$ cat config.mk
export PLATFORM = sky130hd
export DESIGN_NAME = cfg_stream_loader
export DESIGN_NICKNAME = d
export VERILOG_FILES = /design/src/rtl/cfg_stream_loader.sv
export SDC_FILE = /design/constraint.sdc
export NUM_CORES = 1
export LEC_CHECK = 0
export ABC_CLOCK_PERIOD_IN_PS = 4100
export CORE_MARGIN = 3
export CORE_UTILIZATION = 50
export DETAILED_ROUTE_END_ITERATION = 6
export PLACE_DENSITY = 0.89
export RECOVER_POWER = 50
export SLEW_MARGIN = 15
export SYNTH_ARGS = -nofsm -noshare
export SYNTH_HDL_FRONTEND = slang
export SYNTH_SLANG_ARGS = --single-unit
$ cat constraint.sdc
create_clock -name clock -period 4.1 [get_ports clock]
set_input_delay 0.82 -clock clock [delete_from_list [all_inputs] [get_ports clock]]
set_output_delay 0.82 -clock clock [all_outputs]
set_load 0.02 [all_outputs]
$ cat src/rtl/cfg_stream_loader.sv
// cfg_stream_loader: loads the fabric configuration from a 32-bit valid/ready
// word stream into the LUT truth tables and switch-box configure registers.
// Word order: two words per LUT (low 32 bits, then bit 32 in word[0]), then one
// word per switch box (low SB_BITS bits).
// Optional build macro CFG_CHECKSUM_EN: a trailing XOR checksum word is
// required; words land in shadow registers and are committed only on a match.
module cfg_stream_loader #(
  parameter int NUM_LUT  = 9,
  parameter int LUT_BITS = 33,
  parameter int NUM_SB   = 13,
  parameter int SB_BITS  = 16
) (
  input  logic                         clock,
  input  logic                         reset_n,
  input  logic                         start,
  input  logic [31:0]                  word_in,
  input  logic                         word_valid,
  output logic                         word_ready,
  output logic [NUM_LUT*LUT_BITS-1:0]  lut_cfg,
  output logic [NUM_SB*SB_BITS-1:0]    sb_cfg,
  output logic                         busy,
  output logic                         done,
  output logic                         error
);

  localparam int MAX_N = (NUM_LUT > NUM_SB) ? NUM_LUT : NUM_SB;
  localparam int IDX_W = (MAX_N > 1) ? $clog2(MAX_N) : 1;
  localparam logic [IDX_W-1:0] LAST_LUT = IDX_W'(NUM_LUT - 1);
  localparam logic [IDX_W-1:0] LAST_SB  = IDX_W'(NUM_SB - 1);
  localparam logic [IDX_W-1:0] IDX_ONE  = IDX_W'(1);

`ifdef CFG_CHECKSUM_EN
  typedef enum logic [2:0] {
    ST_IDLE   = 3'd0,
    ST_LUT_LO = 3'd1,
    ST_LUT_HI = 3'd2,
    ST_SB     = 3'd3,
    ST_CHECK  = 3'd4,
    ST_DONE   = 3'd5
  } state_e;
`else
  typedef enum logic [2:0] {
    ST_IDLE   = 3'd0,
    ST_LUT_LO = 3'd1,
    ST_LUT_HI = 3'd2,
    ST_SB     = 3'd3,
    ST_DONE   = 3'd5
  } state_e;
`endif

  state_e                        state_q, state_d;
  logic [IDX_W-1:0]              idx_q, idx_d;
  logic [NUM_LUT*LUT_BITS-1:0]   lut_cfg_q, lut_cfg_d;
  logic [NUM_SB*SB_BITS-1:0]     sb_cfg_q, sb_cfg_d;
  logic                          busy_q, busy_d;
  logic                          done_q, done_d;
  logic                          ready_q, ready_d;
  logic                          accept_s;

`ifdef CFG_CHECKSUM_EN
  logic [NUM_LUT*LUT_BITS-1:0]   shd_lut_q, shd_lut_d;
  logic [NUM_SB*SB_BITS-1:0]     shd_sb_q, shd_sb_d;
  logic [31:0]                   chk_q, chk_d;
  logic                          error_q, error_d;

  // Running XOR of every configuration word in the stream.
  function automatic logic [31:0] xor_accum(input logic [31:0] acc, input logic [31:0] w);
    return acc ^ w;
  endfunction
`endif

  assign accept_s = word_valid && ready_q;

  // State register plus all configuration and status registers.
  always_ff @(posedge clock or negedge reset_n) begin
    if (!reset_n) begin
      state_q   <= ST_IDLE;
      idx_q     <= '0;
      lut_cfg_q <= '0;
      sb_cfg_q  <= '0;
      busy_q    <= 1'b0;
      done_q    <= 1'b0;
      ready_q   <= 1'b0;
`ifdef CFG_CHECKSUM_EN
      shd_lut_q <= '0;
      shd_sb_q  <= '0;
      chk_q     <= 32'd0;
      error_q   <= 1'b0;
`endif
    end else begin
      state_q   <= state_d;
      idx_q     <= idx_d;
      lut_cfg_q <= lut_cfg_d;
      sb_cfg_q  <= sb_cfg_d;
      busy_q    <= busy_d;
      done_q    <= done_d;
      ready_q   <= ready_d;
`ifdef CFG_CHECKSUM_EN
      shd_lut_q <= shd_lut_d;
      shd_sb_q  <= shd_sb_d;
      chk_q     <= chk_d;
      error_q   <= error_d;
`endif
    end
  end

  // Next-state and datapath: one word is consumed per accepting edge.
  always_comb begin
    state_d   = state_q;
    idx_d     = idx_q;
    lut_cfg_d = lut_cfg_q;
    sb_cfg_d  = sb_cfg_q;
    busy_d    = busy_q;
    done_d    = done_q;
    ready_d   = ready_q;
`ifdef CFG_CHECKSUM_EN
    shd_lut_d = shd_lut_q;
    shd_sb_d  = shd_sb_q;
    chk_d     = chk_q;
    error_d   = error_q;
`endif

    case (state_q)
      ST_IDLE: begin
        if (start) begin
          state_d = ST_LUT_LO;
          idx_d   = '0;
          busy_d  = 1'b1;
          done_d  = 1'b0;
          ready_d = 1'b1;
`ifdef CFG_CHECKSUM_EN
          chk_d   = 32'd0;
          error_d = 1'b0;
`endif
        end else begin
          state_d = ST_IDLE;
        end
      end

      ST_LUT_LO: begin
        if (accept_s) begin
`ifdef CFG_CHECKSUM_EN
          shd_lut_d[int'(idx_q)*LUT_BITS +: 32] = word_in;
          chk_d = xor_accum(chk_q, word_in);
`else
          lut_cfg_d[int'(idx_q)*LUT_BITS +: 32] = word_in;
`endif
          state_d = ST_LUT_HI;
        end else begin
          state_d = ST_LUT_LO;
        end
      end

      ST_LUT_HI: begin
        if (accept_s) begin
`ifdef CFG_CHECKSUM_EN
          shd_lut_d[int'(idx_q)*LUT_BITS + 32] = word_in[0];
          chk_d = xor_accum(chk_q, word_in);
`else
          lut_cfg_d[int'(idx_q)*LUT_BITS + 32] = word_in[0];
`endif
          if (idx_q == LAST_LUT) begin
            idx_d   = '0;
            state_d = ST_SB;
          end else begin
            idx_d   = idx_q + IDX_ONE;
            state_d = ST_LUT_LO;
          end
        end else begin
          state_d = ST_LUT_HI;
        end
      end

      ST_SB: begin
        if (accept_s) begin
`ifdef CFG_CHECKSUM_EN
          shd_sb_d[int'(idx_q)*SB_BITS +: SB_BITS] = word_in[SB_BITS-1:0];
          chk_d = xor_accum(chk_q, word_in);
`else
          sb_cfg_d[int'(idx_q)*SB_BITS +: SB_BITS] = word_in[SB_BITS-1:0];
`endif
          if (idx_q == LAST_SB) begin
            idx_d   = '0;
`ifdef CFG_CHECKSUM_EN
            // Ready stays high: the checksum word is still to come.
            state_d = ST_CHECK;
`else
            ready_d = 1'b0;
            state_d = ST_DONE;
`endif
          end else begin
            idx_d   = idx_q + IDX_ONE;
          end
        end else begin
          state_d = ST_SB;
        end
      end

`ifdef CFG_CHECKSUM_EN
      ST_CHECK: begin
        if (accept_s) begin
          ready_d = 1'b0;
          state_d = ST_DONE;
          if (word_in == chk_q) begin
            // Whole configuration becomes visible on the same edge.
            lut_cfg_d = shd_lut_q;
            sb_cfg_d  = shd_sb_q;
            error_d   = 1'b0;
          end else begin
            error_d   = 1'b1;
          end
        end else begin
          state_d = ST_CHECK;
        end
      end
`endif

      ST_DONE: begin
        // done is then held in IDLE until the next start clears it.
        state_d = ST_IDLE;
        busy_d  = 1'b0;
        done_d  = 1'b1;
        ready_d = 1'b0;
      end

      default: begin
        state_d = ST_IDLE;
        busy_d  = 1'b0;
        ready_d = 1'b0;
      end
    endcase
  end

  assign word_ready = ready_q;
  assign lut_cfg    = lut_cfg_q;
  assign sb_cfg     = sb_cfg_q;
  assign busy       = busy_q;
  assign done       = done_q;
`ifdef CFG_CHECKSUM_EN
  assign error      = error_q;
`else
  assign error      = 1'b0;
`endif

endmodule

==> results.json, run 1 <==
{
  "grt_overflow": 0,
  "hold_buffers": 0,
  "firstDrtPassIters": 7,
  "synth_top_area_frac": 0.521,
  "hold_depth": 2,
  "reg2reg_slack_ns": 0.62,
  "ys_seq_area_frac": 0.521,
  "path_delay_family": "simple AND/OR/NAND/NOR gates",
  "path_class": "input port to flip-flop",
  "dp_hpwl_microns": 69800,
  "final_util": 0.682,
  "syn_nets": 2363,
  "path_cells": "dlygate4sd3_1 > nand3b_1 > nor4_1 > nand2_1 > mux2_2",
  "wl_per_cell_microns": 28.8,
  "grt_use_met2": 0.573,
  "worstPathArrival_ns": 4.07,
  "drive_above_1_share": 0.201,
  "rows": 80,
  "postCtsResizedCells": 0,
  "ioPinCount": 545,
  "max_cap_violations": 1,
  "async_flop_share": 1.00,
  "vias": 23000,
  "root_buffer": "clkbuf_16",
  "insertion_delay_ns": 0.61,
  "critPathMaxStageDelay_ns": 0.96,
  "cts_tree": "yes",
  "layout_min_cycle_time_ns": 3.59,
  "yosys.area.top_type": "dfrtp_1",
  "synth-edff-count": 0,
  "track_usage": 0.371,
  "min_period_over_period": 0.877,
  "cp-end-kind": "flip-flop",
  "fin_nets": 2825,
  "worst_pin_slew_ns": 2.99,
  "synth_cells": 2320,
  "final_design_area_no_fill_sq_um": 33000,
  "worstSetupStartpointType": "input port",
  "dpl_worst_slack_ns": -0.00996,
  "fin_ws_ns": 0.505,
  "fp.coreArea_sq_um": 48300,
  "ys_warn_count": 0,
  "placed_area_sq_um": 31000,
  "dieArea_sq_um": 52200,
  "met1_usage": 0.459,
  "powerDensity_nw_per_um2": 577,
  "cts.path.max_buffers": 3,
  "drt_iter0_drc": 3536,
  "peakVddDrop_v": 0.000444,
  "dp.cells": 3383,
  "fmax_ghz": 0.278,
  "rsz0062_at_grt": "false",
  "route.detailed.drc": 0,
  "rr_endpoint": "lut_cfg[130]",
  "yosysUniqueCellTypes": 65,
  "hold_end": "lut_cfg[189]",
  "violations": "capacitance limit, slew limit",
  "grt_pass1_wl_microns": 148000,
  "antenna_found_initial": 3,
  "cts_num_sinks": 515,
  "numCtsBuffers": 53,
  "synthTopCellsByArea": "dfrtp_1 52%, mux2_2 15%, nand2_1 4.2%",
  "grt_max_degree": 111,
  "routed_wl_microns": 100000,
  "io_buffer_count": 543,
  "status": "complete, but fails checks",
  "cp.required_ns": 4.58,
  "setup_viol": 0,
  "finalClockSkew_ns": 0.0211,
  "busiest_layer": "met2",
  "hold_class": "flip-flop to flip-flop",
  "worst_path_max_delay_cell": "nor4_1",
  "netlist_area_sq_um": 24700,
  "syn_avg_cell_area_sq_um": 10.7,
  "timing.rr.start": "idx_q[1]",
  "slew_headroom": -0.996,
  "grt_pass1_vias": 22700,
  "crit_path_max_fanout": 16,
  "postCtsSetupBuffers": 0,
  "slew_violations": 106,
  "synth_ff_type": "dfrtp_1",
  "vias_per_cell": 6.61,
  "die_w_microns": 228,
  "synth_seq_cells": 515,
  "final_cells": 3483,
  "clk_pin_slew_worst_paths_ns": 0.06,
  "die_h_microns": 228,
  "area_growth_pct": 33.3,
  "ant_nets": 0,
  "use_met3": 0.0975,
  "reg2regPathDepth": 8,
  "gp_congestion": 0.999,
  "start_util": 0.512,
  "hold_ws_ns": 0.473,
  "path_buf_inv": 1,
  "hold_viol": 0,
  "min_from": "lut_cfg[189]",
  "htreeDepth": 2,
  "p_leak_nw": 15.3
}
==> how the worst max path moves through the flow <==
stage	start	to	cells past startpoint
global route	word_valid	sb_cfg[168]	5
finish	word_valid	sb_cfg[168]	5
global placement	word_valid	sb_cfg[187]	5
floorplan	idx_q[2]	lut_cfg[295]	11
detailed placement	word_valid	sb_cfg[183]	5
CTS	word_valid	sb_cfg[168]	5
==> placed cells by master (no fill, tap or decap), types with 8 or more instances in the layout <==
cell type	Yosys	routed
a21oi_1	64	64
a21oi_2	13	13
a221oi_1	14	14
a31oi_1	70	70
a32o_1	27	27
a41oi_1	11	11
and2_1	55	55
and3_1	21	21
and3b_1	10	10
buf_12	0	9
buf_4	4	87
bufinv_16	0	12
clkbuf_16	0	53
clkbuf_8	0	9
clkdlybuf4s50_1	0	294
dfrtp_1	515	515
dlygate4sd3_1	0	246
inv_1	44	44
mux2_1	18	18
mux2_2	322	322
mux2i_1	24	24
nand2_1	278	277
nand3_1	75	75
nand3b_1	11	11
nand4_1	23	23
nor2_1	49	47
nor3_1	55	52
nor3b_1	8	8
nor4_1	11	9
o21ai_0	120	120
o22ai_1	92	92
o31ai_1	23	23
o32ai_1	38	38
==> layer usage <==
layer,part of all wire,up-vias,wire length (microns)
met5,0,-,0
met4,0.084,0,8440
met3,0.11,512,11500
met2,0.45,1828,44800
met1,0.36,11300,35700
li1,-,9380,-
==> report_power, final <==
part,internal (mW),switching [mW]
Clock,3.32,2.16
Sequential,5.67,0.443
Combinational,2.47,4.98
Total,11.5,7.58
==> final cells by class <==
class	count	area (sq um)
Clock inverter	34	531
Sequential cell	515	12900
Multi-Input combinational cell	1527	10900
Timing Repair Buffer	641	6260
Antenna cell	1	2.50
Clock buffer	65	1460
Tap cell	656	821
Fill cell	3391	15400
Inverter	44	165
==> tightest hold or removal path, delay by kind of cell (launching register included) <==
kind / cells / cell delay [ns]
flops: 1 / 0.34
compound gates: 1 / 0.06
simple gates: 1 / 0.04
==> cell families after synthesis <==
family | count (synthesis) | share of synthesized area
AOI/OAI and AO/OA | 511 | 0.136
xor gates and xnor gates | 5 | 0.00177
adders and majority gates | 7 | 0.00354
buffers and inverters | 278 | 0.0453
DFF | 515 | 0.521
muxes | 364 | 0.164
other | 1 | 0.000152
and+or+nand+nor | 639 | 0.128
==> Yosys cell counts, types with 13 or more instances <==
cell      number
a31oi_1       70
o21ai_0      120
nor2_1        49
o31ai_1       23
mux2i_1       24
a21oi_1       64
o32ai_1       38
a221oi_1      14
and2_1        55
dfrtp_1      515
nand4_1       23
nor3_1        55
nand3_1       75
mux2_1        18
and3_1        21
o22ai_1       92
buf_1         19
inv_1         44
a21oi_2       13
clkbuf_1     192
a32o_1        27
nand2_1      278
mux2_2       322
==> metrics by stage <==
stage	power, mW	setup TNS, ns
2_1_floorplan	10.1	0
3_3_place_gp	13.3	0
3_5_place_dp	13.5	-0.0331
4_1_cts	19.0	0
5_1_grt	19.6	0
6_report	19.0	0
==> sequential cells by signal, indices dropped and copies added, names as in the netlist <==
name	cells
idx_q	4
word_ready	1
busy	1
sb_cfg	208
state_q	3
lut_cfg	297
done	1
No activity file was read; power rests on OpenSTA's default activity.
==> run 2: changes to the inputs <==
--- a/config.mk
+++ b/config.mk
@@ -9,7 +9,7 @@
 export CORE_MARGIN = 3
 export CORE_UTILIZATION = 50
 export DETAILED_ROUTE_END_ITERATION = 6
-export PLACE_DENSITY = 0.89
+export PLACE_DENSITY = 0.79
 export RECOVER_POWER = 50
 export SLEW_MARGIN = 15
 export SYNTH_ARGS = -nofsm -noshare
==> run 2 against run 1 <==
Net effect:
- the run ends with DRC, capacitance limit, slew limit left
- worst setup slack better by 0.054 ns
- sequential power about the same
- register-to-register slack worse by 0.06 ns
- first-iteration DRC count down 11%
- core utilization down 0.11 points
- critical path depth up 2
==> results.json, run 2 (synthesis gave the netlist of run 1 again) <==
{
  "track_usage": 0.365,
  "tns_ns": 0,
  "final_common_cell": "dfrtp_1",
  "root_buffer": "clkbuf_16",
  "worst_pin_slew_ns": 2.49,
  "powerDensity_nw_per_um2": 574,
  "critPathMaxStageDelay_ns": 0.75,
  "vias": 22600,
  "cp-endpoint": "lut_cfg[167]",
  "wl_per_cell_microns": 28.3,
  "slew_headroom": -0.661,
  "postCtsSetupBuffers": 0,
  "rr_endpoint": "lut_cfg[167]",
  "largest_reg_flops": 297,
  "violations": "DRC, capacitance limit, slew limit",
  "hold_viol": 0,
  "cp.required_ns": 4.61,
  "area_growth_pct": 33.1,
  "cts.path.max_buffers": 3,
  "fin_ws_ns": 0.559,
  "min_period_over_period": 0.864,
  "rows": 80,
  "cp.depth": 7,
  "fin_nets": 2829,
  "drive_above_1_share": 0.199,
  "multiInputGateArea_sq_um": 10800,
  "dp.cells": 3384,
  "peakVddDrop_v": 0.000345,
  "layout_min_cycle_time_ns": 3.54,
  "path_class": "flip-flop to flip-flop",
  "io_buffer_count": 543,
  "worstSetupStartpointType": "flip-flop",
  "dp_hpwl_microns": 69300,
  "routed_wl_microns": 98700,
  "slew_violations": 92,
  "intPower_mw": 11.4,
  "worstPathArrival_ns": 4.05,
  "drt_iter0_drc": 3145,
  "final_cells": 3487,
  "ant_nets": 0,
  "cts_num_sinks": 515,
  "start_util": 0.512,
  "crit_path_max_fanout": 13,
  "rsz0062_at_grt": "false",
  "swShare": 0.396,
  "reg2regPathDepth": 7,
  "vias_per_cell": 6.49,
  "grt_pass1_vias": 22100,
  "fill_cells": 3601,
  "status": "complete, but fails checks",
  "clockPowerShare": 0.288,
  "insertion_delay_ns": 0.63,
  "combPwrFrac": 0.388,
  "timing.rr.start": "idx_q[2]",
  "ioPinCount": 545,
  "route.detailed.drc": 13,
  "placed_area_sq_um": 31000,
  "fp.coreArea_sq_um": 48300,
  "max_cap_violations": 1,
  "setup_viol": 0,
  "die_h_microns": 228,
  "firstDrtPassIters": 7,
  "dieArea_sq_um": 52200,
  "clk_pin_slew_worst_paths_ns": 0.06,
  "postCtsResizedCells": 0,
  "path_cells": "buf_4 > nor3_1 > ha_1 > and2_1 > nand4_1 > a21oi_1 > mux2_2",
  "die_w_microns": 228,
  "antenna_found_initial": 3,
  "gp_congestion": 0.953,
  "pwr-share-seq": 0.324,
  "startpoint": "idx_q[2]",
  "finalClockSkew_ns": 0.0219,
  "worst_path_max_delay_cell": "nand4_1",
  "dpl_worst_slack_ns": 0.492,
  "htreeDepth": 2,
  "seq_area_sq_um": 12900,
  "final_cell_mix": "515 x dfrtp_1, 322 x mux2_2, 296 x clkdlybuf4s50_1",
  "fmax_ghz": 0.282,
  "cts_tree": "yes",
  "hold_class": "flip-flop to flip-flop",
  "grt_overflow": 0,
  "grt_max_degree": 95,
  "path_buf_inv": 1,
  "final_design_area_no_fill_sq_um": 32900,
  "grt_pass1_wl_microns": 145000,
  "hold_buffers": 0,
  "numCtsBuffers": 56,
  "cp-end-kind": "flip-flop",
  "final_util": 0.681,
  "p_leak_nw": 15.3,
  "path_delay_family": "simple AND/OR/NAND/NOR gates",
  "p_sw_mw": 7.48,
  "reg2reg_slack_ns": 0.56
}
==> run 2: changes by cell type in the layout (fill, tap and decap cells not counted), moves of 3 or more <==
cell / before / now
inv_6: 6 / 3
clkinvlp_4: 6 / 2
bufinv_16: 12 / 7
clkbuf_1: 4 / 11
clkbuf_4: 0 / 3
clkbuf_16: 53 / 57
buf_12: 9 / 5
clkbuf_8: 9 / 17
==> run 2: through the flow <==
stage | hold slack [ns] | total power [mW]
floorplan | 0.524 | 10.1
global placement | 0.451 | 13.2
detailed placement | 0.468 | 13.4
CTS | 0.277 | 18.8
global route | 0.500 | 19.5
finish | 0.474 | 18.9
==> run 2: layout make-up <==
cell class | count | share of cell area
flip-flops and latches | 515 | 0.391
multi-input cells | 1527 | 0.329
repair buffers | 642 | 0.189
clock buffers | 83 | 0.0514
well taps | 656 | 0.0249
clock inverters | 19 | 0.00870
inverters | 44 | 0.00502
diodes | 1 | 0.0000760
==> run 2: worst reg2reg max path: stages, from the launching register on <==
cell     delay, ns
dfrtp_1       0.55
buf_4         0.25
nor3_1        0.07
ha_1          0.50
and2_1        0.48
nand4_1       0.75
a21oi_1       0.46
mux2_2        0.37
==> run 2: how the worst min path moves through the flow <==
| stage | startpoint | endpoint | slack [ns] | depth (start not counted) |
|---|---|---|---|---|
| after CTS | reset_n | lut_cfg[122] | 0.28 | 1 |
| after floorplan | reset_n | busy | 0.52 | 0 |
| after global routing | lut_cfg[84] | lut_cfg[84] | 0.50 | 2 |
| after global placement | lut_cfg[95] | lut_cfg[95] | 0.45 | 2 |
| final | lut_cfg[126] | lut_cfg[126] | 0.47 | 2 |
| after detailed placement | lut_cfg[126] | lut_cfg[126] | 0.47 | 2 |
==> run 2: layer usage <==
metal | up-vias | GRT usage | share of wire
met5 | - | 0 | 0
met4 | 0 | 0.200 | 0.069
met3 | 376 | 0.0905 | 0.11
met2 | 1627 | 0.575 | 0.45
met1 | 11200 | 0.465 | 0.37
li1 | 9367 | - | -
==> run 2: power by group through the flow <==
stage                     combinational, mW  clock, mW  sequential [mW]
after floorplan                        3.42          0             6.71
after global placement                 7.05          0             6.18
after detailed placement               7.19          0             6.20
after CTS                              7.23       5.46             6.12
after global routing                   7.63       5.68             6.19
final                                  7.32       5.44             6.13
